## src/rtl/dram_pkg.sv

```systemverilog
// dram_pkg: shared types and defaults for the data-RAM responder.
//   dram_state_t   - responder FSM state encoding
//   DEF_ADDR_W     - default address bits taken from the core address
//   DEF_DATA_W     - default stored word width
//   MAX_READ_LAT   - largest supported read latency (latency counter is 3 bits)
package dram_pkg;

  localparam int DEF_ADDR_W   = 8;
  localparam int DEF_DATA_W   = 8;
  localparam int MAX_READ_LAT = 7;

  typedef enum logic [2:0] {
    INIT      = 3'd0,
    IDLE      = 3'd1,
    READ_WAIT = 3'd2,
    WRITE     = 3'd3,
    DONE      = 3'd4
  } dram_state_t;

endpackage

```

## src/rtl/dram_array.sv

```systemverilog
// dram_array: single-port synchronous RAM, DEPTH x DATA_W, registered read.
// Contents are never reset. A write cycle does not update rdata, so rdata
// holds the last word read until the next enabled read.
//   clk   in  clock
//   en    in  port enable
//   we    in  write enable (valid with en)
//   addr  in  word address
//   wdata in  write data
//   rdata out registered read data
module dram_array #(
  parameter int ADDR_W = 8,
  parameter int DATA_W = 8
) (
  input  logic              clk,
  input  logic              en,
  input  logic              we,
  input  logic [ADDR_W-1:0] addr,
  input  logic [DATA_W-1:0] wdata,
  output logic [DATA_W-1:0] rdata
);

  localparam int DEPTH = 2 ** ADDR_W;

  logic [DATA_W-1:0] mem [DEPTH];

  always_ff @(posedge clk) begin
    if (en) begin
      if (we) mem[addr] <= wdata;
      else    rdata     <= mem[addr];
    end
  end

endmodule

```

## src/rtl/dram_responder.sv

```systemverilog
// dram_responder: memory-side responder for the core's data-RAM interface,
// with a host load/unload port for preloading operands and reading results.
//   clk, rst                      clock, async active-low reset
//   read_DRAM, dram_wrEn          core read / write strobes (taken when status=1)
//   ar_out, bus_out               core address / write data (low DATA_W bits stored)
//   end_process, start            enter DONE / leave DONE
//   dram_out, status              core read data / ready flag
//   host_req, host_we, host_addr, host_wdata   host access request
//   host_ack, host_rdata          host completion pulse / read data
//   err_oor                       sticky: core used an address >= DEPTH
// Optional: define DRAM_RESPONDER_STATS_EN to add rd_count / wr_count
// (saturating counts of accepted core reads / writes, cleared by start).
// READ_LAT must be in 1..MAX_READ_LAT.
module dram_responder
  import dram_pkg::*;
#(
  parameter int ADDR_W   = DEF_ADDR_W,
  parameter int DATA_W   = DEF_DATA_W,
  parameter int READ_LAT = 2
) (
  input  logic              clk,
  input  logic              rst,
  input  logic              read_DRAM,
  input  logic              dram_wrEn,
  input  logic [15:0]       ar_out,
  input  logic [15:0]       bus_out,
  input  logic              end_process,
  output logic [DATA_W-1:0] dram_out,
  output logic              status,
  input  logic              host_req,
  input  logic              host_we,
  input  logic [ADDR_W-1:0] host_addr,
  input  logic [DATA_W-1:0] host_wdata,
  output logic              host_ack,
  output logic [DATA_W-1:0] host_rdata,
  input  logic              start,
  output logic              err_oor
`ifdef DRAM_RESPONDER_STATS_EN
  ,
  output logic [15:0]       rd_count,
  output logic [15:0]       wr_count
`endif
);

  dram_state_t state, state_nxt;

  logic              in_idle, core_oor;
  logic              core_wr_acc, core_rd_acc, core_acc, host_go;
  logic [2:0]        rd_cnt;
  logic              rd_last, rd_oor, end_pend, finish_done;
  logic [ADDR_W-1:0] rd_addr;
  logic              host_rd_pend;
  logic [DATA_W-1:0] host_rdata_q;

  logic              ram_en, ram_we;
  logic [ADDR_W-1:0] ram_addr;
  logic [DATA_W-1:0] ram_wdata, ram_rdata;

  // Upper write-data bits are not stored.
  logic unused_bus_hi;
  assign unused_bus_hi = ^bus_out[15:DATA_W];

  // Request decode. end_process in IDLE takes precedence over a request in
  // the same cycle; a write beats a simultaneous read.
  assign in_idle     = (state == IDLE);
  assign core_oor    = |(ar_out >> ADDR_W);
  assign core_wr_acc = in_idle && !end_process && dram_wrEn;
  assign core_rd_acc = in_idle && !end_process && read_DRAM && !dram_wrEn;
  assign core_acc    = core_wr_acc || core_rd_acc;
  // host_ack high blocks re-acceptance of a still-asserted host_req, which
  // limits the host to one access per two cycles.
  assign host_go     = host_req && !host_ack &&
                       ((in_idle && !core_acc) || state == DONE);
  assign rd_last     = (state == READ_WAIT) && (rd_cnt == 3'd0);
  assign finish_done = end_pend || end_process;

  // State register
  always_ff @(posedge clk or negedge rst) begin
    if (!rst) state <= INIT;
    else      state <= state_nxt;
  end

  // Next-state logic
  always_comb begin
    state_nxt = state;
    case (state)
      INIT:      state_nxt = IDLE;
      IDLE: begin
        if (end_process)      state_nxt = DONE;
        else if (core_wr_acc) state_nxt = WRITE;
        else if (core_rd_acc) state_nxt = READ_WAIT;
      end
      READ_WAIT: if (rd_last) state_nxt = finish_done ? DONE : IDLE;
      WRITE:     state_nxt = finish_done ? DONE : IDLE;
      DONE:      if (start) state_nxt = IDLE;
      default:   state_nxt = INIT;
    endcase
  end

  // Outputs and RAM port mux. The core owns the port in IDLE when it has an
  // accepted request; during READ_WAIT the latched address is re-read so
  // rdata stays on the word being fetched; otherwise the host may use it.
  always_comb begin
    status    = in_idle;
    ram_en    = 1'b0;
    ram_we    = 1'b0;
    ram_addr  = host_addr;
    ram_wdata = host_wdata;
    if (core_acc) begin
      ram_en    = 1'b1;
      ram_we    = core_wr_acc && !core_oor;
      ram_addr  = ar_out[ADDR_W-1:0];
      ram_wdata = bus_out[DATA_W-1:0];
    end else if (state == READ_WAIT) begin
      ram_en    = 1'b1;
      ram_addr  = rd_addr;
    end else if (host_go) begin
      ram_en    = 1'b1;
      ram_we    = host_we;
    end
  end

  dram_array #(.ADDR_W(ADDR_W), .DATA_W(DATA_W)) u_array (
    .clk   (clk),
    .en    (ram_en),
    .we    (ram_we),
    .addr  (ram_addr),
    .wdata (ram_wdata),
    .rdata (ram_rdata)
  );

  // Read latency tracking, core read data, host response, error flag.
  always_ff @(posedge clk or negedge rst) begin
    if (!rst) begin
      rd_cnt       <= '0;
      rd_oor       <= 1'b0;
      rd_addr      <= '0;
      end_pend     <= 1'b0;
      dram_out     <= '0;
      host_ack     <= 1'b0;
      host_rd_pend <= 1'b0;
      host_rdata_q <= '0;
      err_oor      <= 1'b0;
    end else begin
      host_ack     <= host_go;
      host_rd_pend <= host_go && !host_we;
      if (host_rd_pend) host_rdata_q <= ram_rdata;

      if (core_rd_acc) begin
        rd_cnt  <= 3'(READ_LAT - 1);
        rd_oor  <= core_oor;
        rd_addr <= ar_out[ADDR_W-1:0];
      end else if (state == READ_WAIT && rd_cnt != 3'd0) begin
        rd_cnt <= rd_cnt - 3'd1;
      end

      // Out-of-range reads still take the full latency but return zero.
      if (rd_last) dram_out <= rd_oor ? '0 : ram_rdata;

      if (core_acc && core_oor) err_oor <= 1'b1;

      // Remember end_process raised mid-transaction until DONE is reached.
      if (state == DONE)
        end_pend <= 1'b0;
      else if ((state == READ_WAIT || state == WRITE) && end_process)
        end_pend <= 1'b1;
    end
  end

  // Read data is live from the RAM on the ack cycle, then held.
  assign host_rdata = host_rd_pend ? ram_rdata : host_rdata_q;

`ifdef DRAM_RESPONDER_STATS_EN
  always_ff @(posedge clk or negedge rst) begin
    if (!rst) begin
      rd_count <= '0;
      wr_count <= '0;
    end else if (state == DONE && start) begin
      rd_count <= '0;
      wr_count <= '0;
    end else begin
      if (core_rd_acc && rd_count != 16'hFFFF) rd_count <= rd_count + 16'd1;
      if (core_wr_acc && wr_count != 16'hFFFF) wr_count <= wr_count + 16'd1;
    end
  end
`endif

endmodule

```

## config.mk

```make
export PLATFORM = sky130hd
export DESIGN_NAME = dram_responder
export DESIGN_NICKNAME = d
export VERILOG_FILES = /design/src/rtl/dram_pkg.sv /design/src/rtl/dram_array.sv /design/src/rtl/dram_responder.sv
export SDC_FILE = /design/constraint.sdc
export NUM_CORES = 2
export LEC_CHECK = 0
export CORE_UTILIZATION = 45
export DETAILED_ROUTE_END_ITERATION = 16
export MAX_ROUTING_LAYER = met4
export PLACE_DENSITY_LB_ADDON = 0.05
export SYNTH_ARGS = -nofsm -noshare
export SYNTH_HDL_FRONTEND = slang
export SYNTH_SLANG_ARGS = --single-unit
```

## constraint.sdc

```tcl
create_clock -name clk -period 7.7 [get_ports clk]
set_clock_uncertainty 0.05 [all_clocks]
set_input_delay 1.54 -clock clk [delete_from_list [all_inputs] [get_ports clk]]
set_output_delay 1.54 -clock clk [all_outputs]
set_load 0.05 [all_outputs]
```

==> flow_summary.toml <==
[clocking]
cts_resized = 0
clk_latency_ns = 0.87
hold_buffers = 0
cts_tree = "done"
cts_sinks = 2091
clockBufferDepth = 3
cts_buffers = 217
cts_setup_buffers = 0
cts.htree.levels = 4
path_clk_slew_ns = 0.06
clk_root_buffer_cell = "clkbuf_16"

[global_route]
overflow = 0
grt_pass1_wl_um = 368000
grt_max_degree = 160
grt_usage = 0.285
antenna_found_initial = 11
grt_pass1_vias = 49500

[setup_path]
cp_data_required_time_ns = 8.23
cp_cell_sequence = "clkdlybuf4s50_1 -> o21bai_1 -> nor2_4 -> buf_4 -> o21bai_4 -> buf_12 -> a222oi_1 -> nand2_1 -> a311o_1 -> or4_1 -> a32oi_1 -> nand3_1"
cp-start-kind = "input port"
critical_path_buf_inv_count = 3
crit_slowest_cell = "a32oi_1"
slowest_delay_ns = 0.62
crit_path_end_kind = "register"
crit_fanout = 79
cp_top_family = "compound AO/OA/AOI/OAI gates"
criticalPathCategory = "input port to register"
critPathArrivalTime_ns = 6.32

[floorplanning]
start_util = 0.455
ioPinCount = 75
std_cell_rows = 156
coreArea_um2 = 181000
die_h_um = 430
die_w_um = 430
die_area_um2 = 185000

[synthesis]
synthCells = 5407
synth_warnings = 0
yosysTopAreaCell = "edfxtp_1"
yosysMostFrequentCell = "edfxtp_1"
yosys-top-cells-count = "edfxtp_1 (2,056), a21oi_1 (614), nand2_1 (478)"
yosysTopAreaCellShare = 0.749
netlist_area_um2 = 82500
ys_ff_latch = 2091
synth_flop_cell = "edfxtp_1"
synthTopCellsByArea = "edfxtp_1 (75%), a21oi_1 (3.7%), a222oi_1 (3.7%)"
syn_area_per_cell_um2 = 15.3
synth_cell_types = 66
synth_edf_count = 2056
async_reset_ff_frac = 0.0167
seq_area_frac_synth = 0.759
syn_nets = 5465

[timing]
post-route-period-util = 0.752
max_freq_mhz = 173
rsz0062_at_grt = "false"
hold_viol_final = 0
slew_headroom = 0.118
period_needed_ns = 5.79
setup_viol_count_final = 0
drv_slew = 0
holdWs_ns = 0.406
max_slew.worst_pin.slew_ns = 1.31
setup_tns_ns = 0

[power_and_ir_drop]
p_total_w = 0.0304
pwr_density_cell_nw_per_um2 = 322
total_leakage_power_nw = 29.9
ir_worst_vdd_v = 0.000210

[detailed_routing]
antenna_left = 0
via_per_inst = 6.36
firstDrtPassIters = 10
drt_wl_total_um = 261000
drtIter0Drc = 7254
wl_per_cell_um = 31.9
vias = 52000
drc_errors = 0

[job]
maxCapViolations = 0

[layout]
fillerInstances = 15200
synthToLayoutAreaGrowth_pct = 14.5
fin_nets = 5681
drive_gt1_frac = 0.146

[worst_hold_path]
hold_path_class = "register to register"

[status]
outcome = "finished clean"

[placement]
gp_congestion = 0.888
dpl.hpwl_um = 154000
io_buffers = 66
-- final timing paths --
path,startpoint,endpoint,slack [ns],depth (start not counted)
min in group asynchronous,rst,rd_cnt[2]$_DFFE_PN0P_,0.74,1
worst min register to register,err_oor$_DFFE_PN0P_,err_oor$_DFFE_PN0P_,0.41,1
worst max-delay path,end_process,u_array.rdata[0]$_DFFE_PP_,1.91,12
max in group asynchronous,rst,host_rdata_q[2]$_DFF_PN0_,6.29,1
worst max register to register,state[1]$_DFFE_PN0P_,u_array.rdata[5]$_DFFE_PP_,2.35,12
worst min-delay path,err_oor$_DFFE_PN0P_,err_oor$_DFFE_PN0P_,0.41,1
-- layer usage --
metal  vias up  routed length [µm]  global-route usage
met3       356               21800              0.0445
met2      2494              118000               0.422
met1     26800              113000               0.408
met5         -                   0                   -
met4         0                7030              0.0796
li1      22300                   -                   -
-- report_power, final --
group / switching (W) / leakage, nW / internal, W
logic: 0.00503 / 7.59 / 0.00169
registers: 0.000122 / 18.9 / 0.0133
clock network: 0.00442 / 3.36 / 0.00578
total: 0.00958 / 29.9 / 0.0208
-- kinds of logic after synthesis --
family	count (synthesis)	synth area share
and+or+nand+nor	1225	0.0671
xor gates and xnor gates	1	0.000106
AOI/OAI and AO/OA	1500	0.128
muxes	157	0.0216
DFF	2091	0.759
adders and majority gates	2	0.000303
buffers and inverters	431	0.0232
-- area by class of cell --
cell class / instances / area (µm²) / share of cell area
Clock buffer: 271 / 5760 / 0.0610
Multi-Input combinational cell: 2885 / 18200 / 0.193
Sequential cell: 2091 / 62600 / 0.663
Timing Repair Buffer: 422 / 3750 / 0.0397
Tap cell: 2370 / 2970 / 0.0314
Inverter: 6 / 22.5 / 0.000239
Antenna cell: 3 / 7.51 / 0.0000795
Clock inverter: 128 / 1100 / 0.0116
-- cell usage in the layout (no fill, tap or decap), drive strengths merged, types with 5 or more instances in the layout --
master	count
edfxtp	2056
a21oi	615
nand2	479
buf	357
nor2	347
a222oi	305
clkbuf	273
nand3	175
mux2	132
a221oi	130
a22oi	124
nor3b	116
clkinv	101
o21ai	75
clkdlybuf4s50	63
a31oi	61
a32oi	47
dfrtp	35
a221o	28
o22ai	24
mux2i	24
nor3	22
o21a	19
nand4	19
a22o	16
bufinv	15
nand2b	14
inv	14
or4	13
and3	13
a21o	12
a311oi	9
nor2b	7
a311o	7
a41oi	6
or3	6
nor4	5
-- sequential cells by signal (all words and copies together), names as in the netlist, 3 cells and up --
register,flops
u_array.mem,2048
rd_addr,8
dram_out,8
state,3
rd_cnt,3
host_rdata_q,8
u_array.rdata,8
-- metrics by stage --
stage / cell area [µm²] / std cells / util / worst slack (ns)
floorplan: 82500 / 5407 / - / 1.03
global placement: 87600 / 7774 / 0.483 / 1.29
detailed placement: 87600 / 7774 / 0.483 / 1.27
CTS: 94400 / 8173 / 0.521 / 2.17
global route: 94400 / 8175 / 0.521 / 1.87
finish: 94400 / 8176 / 0.521 / 1.91
(Power assumes the default switching activity.)
